[src/rtl/sram_burst_writer.sv]
// rtl/sram_burst_writer.sv - burst write master for a single-port SRAM (command + beat stream in, wren/addr/d_in out)
// Optional abort/aborted ports are built when SRAM_WR_ABORT_EN is defined.
module sram_burst_writer #(
  parameter int ADDR_W = 4,
  parameter int DATA_W = 8
) (
  input  logic              clk,
  input  logic              rst,
  input  logic              cmd_valid,
  output logic              cmd_ready,
  input  logic [ADDR_W-1:0] cmd_addr,
  input  logic [ADDR_W-1:0] cmd_len,
  input  logic              wdata_valid,
  output logic              wdata_ready,
  input  logic [DATA_W-1:0] wdata,
  output logic              wren,
  output logic [ADDR_W-1:0] addr,
  output logic [DATA_W-1:0] d_in,
  output logic              busy,
  output logic              done
`ifdef SRAM_WR_ABORT_EN
  ,
  input  logic              abort,
  output logic              aborted
`endif
);

  typedef enum logic [1:0] {
    S_IDLE  = 2'd0,
    S_BURST = 2'd1,
    S_DONE  = 2'd2
  } state_t;

  state_t            state;
  state_t            state_nxt;
  logic [ADDR_W-1:0] cur_addr;
  logic [ADDR_W:0]   left;
  logic              cmd_fire;
  logic              beat_fire;
  logic              beat_write;
  logic              last_beat;
  logic              abort_hit;

`ifdef SRAM_WR_ABORT_EN
  assign abort_hit = (state == S_BURST) && abort;
`else
  assign abort_hit = 1'b0;
`endif

  assign cmd_fire   = cmd_valid && cmd_ready;
  assign beat_fire  = wdata_valid && wdata_ready;
  // A beat that handshakes on the abort edge is dropped, never written.
  assign beat_write = beat_fire && !abort_hit;
  assign last_beat  = beat_write && (left == (ADDR_W+1)'(1));

  always_ff @(posedge clk) begin
    if (!rst) begin
      state <= S_IDLE;
    end else begin
      state <= state_nxt;
    end
  end

  always_comb begin
    state_nxt = state;
    case (state)
      S_IDLE: begin
        if (cmd_fire) begin
          state_nxt = S_BURST;
        end
      end
      S_BURST: begin
        if (abort_hit) begin
          state_nxt = S_IDLE;
        end else if (last_beat) begin
          state_nxt = S_DONE;
        end
      end
      S_DONE: begin
        state_nxt = S_IDLE;
      end
      default: begin
        state_nxt = S_IDLE;
      end
    endcase
  end

  // Handshake readies are masked by reset so nothing is accepted while held.
  always_comb begin
    cmd_ready   = 1'b0;
    wdata_ready = 1'b0;
    busy        = 1'b0;
    if (rst) begin
      cmd_ready   = (state == S_IDLE);
      wdata_ready = (state == S_BURST);
    end
    busy = (state != S_IDLE);
  end

  always_ff @(posedge clk) begin
    if (!rst) begin
      wren     <= 1'b0;
      addr     <= '0;
      d_in     <= '0;
      done     <= 1'b0;
      cur_addr <= '0;
      left     <= '0;
    end else begin
      wren <= beat_write;
      done <= last_beat;
      if (cmd_fire) begin
        cur_addr <= cmd_addr;
        left     <= {1'b0, cmd_len} + (ADDR_W+1)'(1);
      end else if (beat_write) begin
        addr     <= cur_addr;
        d_in     <= wdata;
        cur_addr <= cur_addr + ADDR_W'(1);
        left     <= left - (ADDR_W+1)'(1);
      end
    end
  end

`ifdef SRAM_WR_ABORT_EN
  always_ff @(posedge clk) begin
    if (!rst) begin
      aborted <= 1'b0;
    end else begin
      aborted <= abort_hit;
    end
  end
`endif

endmodule

[config.mk]
export PLATFORM = sky130hd
export DESIGN_NAME = sram_burst_writer
export DESIGN_NICKNAME = d
export VERILOG_FILES = /design/src/rtl/sram_burst_writer.sv
export SDC_FILE = /design/constraint.sdc
export NUM_CORES = 1
export LEC_CHECK = 0
export BUFFER_PORTS_ARGS = -buffer_cell sky130_fd_sc_hd__buf_4
export CELL_PAD_IN_SITES_DETAIL_PLACEMENT = 1
export CELL_PAD_IN_SITES_GLOBAL_PLACEMENT = 2
export CORE_AREA = 2 2 68 70
export DETAILED_ROUTE_END_ITERATION = 8
export DIE_AREA = 0 0 70 72
export PLACE_DENSITY_LB_ADDON = 0.12
export SYNTH_ARGS = -nofsm -noshare
export SYNTH_HDL_FRONTEND = slang
export SYNTH_SLANG_ARGS = --single-unit
[constraint.sdc]
create_clock -name clk -period 1.5 [get_ports clk]
set_clock_uncertainty 0.05 [all_clocks]
set_input_delay 0.075 -clock clk [delete_from_list [all_inputs] [get_ports clk]]
set_output_delay 0.075 -clock clk [all_outputs]
set_load 0.01 [all_outputs]
After elaboration in Yosys (flattened, before gate mapping)
Cells that the tools add are included.

operators by class
  add/subtract/negate cells = 3
  equal/unequal tests = 4
  mux-type cells = 9
  bitwise operators = 1
  reductions and logical operators = 8

operators with widths
  operator             number
  $mux 5               2
  $mux 4               2
  $add 4x1->5 const B  1
  $eq 5x1->1 const B   1
  $sub 5x1->5 const B  1
  $add 4x1->4 const B  1
  $mux 2               2
  $ne 2x2->1 const B   2
  $pmux 2 s2           1
  $reduce_and 2->1     2
  $reduce_bool 2->1    2
  $logic_and 1x1->1    3
  $eq 2x1->1 const B   1
  $logic_not 2->1      1
  $mux 1               2
  $not 1->1            1

storage, ports and cells
  register bits = 25
  output and inout bits = 17

Longest topological paths before layout
  depth after elaboration = 6
  depth in mapped cells = 7
  depth with buffers taken out = 5

Worst setup path before layout
No wires, ideal clock.

  path type = reg2reg
  start = reg state[1]
  end = reg cur_addr[2]
  arrival = 1.124 ns
  path slack = 0.210 ns
  stages on the path, launching flop included = 6
  path through = dfxtp_1 -> nand4b_4 -> inv_2 -> buf_6 -> a32o_1 -> a31o_2

on the way
  cells in the longest elaborated chain, start to end = 4

RTL lines
  what                                                   RTL line  source
  from (decl)                                            34        state_t state;
  from (signal assigned)                                 60        state <= state_nxt;
  $eq 2x1->1 or $logic_not 2->1 (tied branches)          95, 94
  $mux 1                                                 93        if (rst) begin
  $logic_and 1x1->1, on equally long branches            51, 50
  $reduce_bool 2->1 (no line) or $mux 4 (tied branches)  -
  to (signal assigned)                                   112       cur_addr <= cmd_addr;
  to (signal assigned)                                   117       cur_addr <= cur_addr + ADDR_W'(1);
  to (decl)                                              36        logic [ADDR_W-1:0] cur_addr;

Parallel ways exist; a longest one is shown, timed or not.
A chain may end at the register's enable or synchronous reset.

Worst setup path after layout
  start = reg state[1]
  end = reg left[1]

on the way
  cells in the longest elaborated chain, start to end = 4

RTL lines
  what                                                   RTL line  source
  $eq 2x1->1 or $logic_not 2->1 (tied branches)          95, 94
  $mux 1                                                 93
  $logic_and 1x1->1, on equally long branches            51, 50
  $reduce_bool 2->1 (no line) or $mux 5 (tied branches)  -
  to (signal assigned)                                   113       left <= {1'b0, cmd_len} + (ADDR_W+1)'(1);
  to (signal assigned)                                   118       left <= left - (ADDR_W+1)'(1);
  to (decl)                                              37        logic [ADDR_W:0] left;

Parallel ways exist; a longest one is shown, timed or not.

==> impl_metrics.tcl <==
set metrics [dict create \
    status "finished, final reports clean" \
    drive_gt1_share_pct 30.5 \
    ys_types 39 \
    place.gp.congestion 0.700 \
    slew_headroom_pct 75.8 \
    io-pin-count 37 \
    peakVddDrop_v 0.000368 \
    synth_edf_count 0 \
    regArea_um2 502 \
    vias 1071 \
    crit_buf_inv 1 \
    fp.dieW_um 70 \
    rsz0062_at_grt "no" \
    cp_cell_sequence "nand4b_4, inv_2, mux2_2, o31ai_1" \
    synth_area_um2 1150 \
    hp-class "input pin to register" \
    cts_root_buf "clkbuf_8" \
    worst-setup-path-type "register to register" \
    clkTransAtPathRegs_ns 0.09 \
    drt-met1-wl_mm 1.32 \
    slowest_delay_ns 0.35 \
    wl_met2_mm 1.60 \
    setup_viol 0 \
    drt_first_pass_iters 4 \
    die_h_um 72 \
    fin_cells 226 \
    max_clock_freq_ghz 0.724 \
    clk_latency_ns 0.27 \
    tightest_slew_ns 0.360 \
    start_util_pct 26.9 \
    syn-instance-count 128 \
    design.die.area_um2 5040 \
    crit_path_start_kind "register" \
    syn_area_per_cell_um2 8.96 \
    worst_slack_ns 0.120 \
    period_needed_ns 1.38 \
    crit_slowest_cell "dfxtp_1" \
    syn-num-nets 152 \
    io_buffer_count 36 \
    multi_input_area_um2 563 \
    hold_violations 0 \
    critical-path-top-delay-family "flip-flops" \
    ys.flop_type "dfxtp_1" \
    vias_per_cell 4.74 \
    dr_wl_met3_um 153 \
    setup_tns_ns 0 \
    ant_nets 0 \
    area_delta_synth_final_pct 39.4 \
    cts_tree "built" \
    antenna_found_initial 0 \
    fin_hold_ws_ns 0.0647 \
    gr-total-overflow 0 \
    grt_pass1_vias 1143 \
    dp_cells 213 \
    fin_crit_sh_pct 92.0 \
    crit_fanout 7 \
    antennaDiodeCount 0 \
    cts_buffer_depth 2 \
    final_cell_mix "buf_4, nand2_1, dfxtp_1, a21oi_1, dlygate4sd3_1" \
    drc 0 \
    p_per_area_nw_per_um2 884 \
    num-fill-cells 518 \
    grt_max_degree 24 \
    grt_pass1_wl_mm 5.29 \
    cts_buffers 3 \
    finalNetCount 199 \
    clock_sinks 25 \
    core_um2 4260 \
    dp_worst_setup_slack_ns 0.0539 \
    async_flop_share_pct 0 \
    wire_per_inst_um 13.8 \
    drt_iter0_markers 14 \
    htreeDepth 1 \
    cap_violations 0 \
    seq_area_frac_synth_pct 43.6 \
    drt_wl_total_mm 3.12 \
    rows 24 \
    crit_arrival_ns 1.51 \
    power.leakage_uw 0.000682 \
    final_common_cell "buf_4" \
    hpwl_mm 2.34 \
    yosysWarnings 0 \
    postCtsSetupBuffers 0 \
    top_layer "met4" \
    synth_seq_cells 25 \
    track_usage_pct 13.2 \
    drv_slew 0 \
    post-route-util_pct 37.5 \
    crit_path_end_kind "register" \
    crit_required_ns 1.63 \
]
timing repair:
item                       4_1_cts  5_1_grt
setup endpoints to repair        0        2
hold endpoints to repair         9        0
gates resized for setup          0        1
hold buffers                     9        0
worst min-delay path, stage by stage:
cell and delay (ns):
buf_4 0.08, a32o_1 0.11, a31o_2 0.09
per-stage QoR:
step / area, um^2 / total power, uW
after floorplan: 1150 / 897
after global placement: 1460 / 996
after detailed placement: 1460 / 1010
after CTS: 1600 / 1450
after global routing: 1600 / 1510
final: 1600 / 1410
logic make-up after synthesis:
| group | after synthesis | share of synthesized area [%] |
|---|---|---|
| xor gates and xnor gates | 2 | 1.53 |
| AOI/OAI and AO/OA | 31 | 17.8 |
| muxes | 3 | 2.73 |
| and+or+nand+nor | 48 | 22.7 |
| DFF | 25 | 43.6 |
| adders and majority gates | 4 | 4.36 |
| buffers and inverters | 15 | 7.30 |
metal layers:
metal | vias to the layer above | track usage [%]
met5 | - | 0
met3 | 4 | 2.50
met4 | 0 | 6.41
li1 | 539 | -
met1 | 504 | 14.5
met2 | 24 | 24.4
synthesized netlist by cell type (3+ instances only):
cell type  instances  area share [%]
dfxtp_1           25              44
or3_1              3             1.6
buf_4              3             2.0
ha_1               4             4.4
nand3_1            4             1.7
a21oi_1           13             5.7
nand2_1           29             9.5
inv_1              6             2.0
o21ai_0            3             1.3
o211ai_1           3             2.0
power by group:
part           switching (uW)  total (uW)  internal (uW)  leakage [uW]
Combinational             128         269            141      0.000456
Sequential               34.5         736            702      0.000204
Clock                     221         409            188     0.0000217
state kept, by name, indices dropped and copies added (netlist names):
register,flops
d_in,8
addr,4
state,2
done,1
cur_addr,4
left,5
wren,1
final cells by class:
class | instances | share of cell area (%)
tap | 52 | 4.07
multi-input combinational | 88 | 35.2
sequential | 25 | 31.4
timing repair buffer | 49 | 24.4
clock buffer | 3 | 2.58
clock inverter | 1 | 0.469
inverter | 8 | 1.88
path summary, 6_finish.rpt:
path,depth (start not counted),startpoint,endpoint,slack [ns]
setup reg to reg,4,state[1],left[1],0.12
hold / removal,3,cmd_addr[2],cur_addr[2],0.06
hold reg to reg,2,d_in[6],d_in[6],0.41
setup / recovery,4,state[1],left[1],0.12
Power figures use the tool's default switching activity.
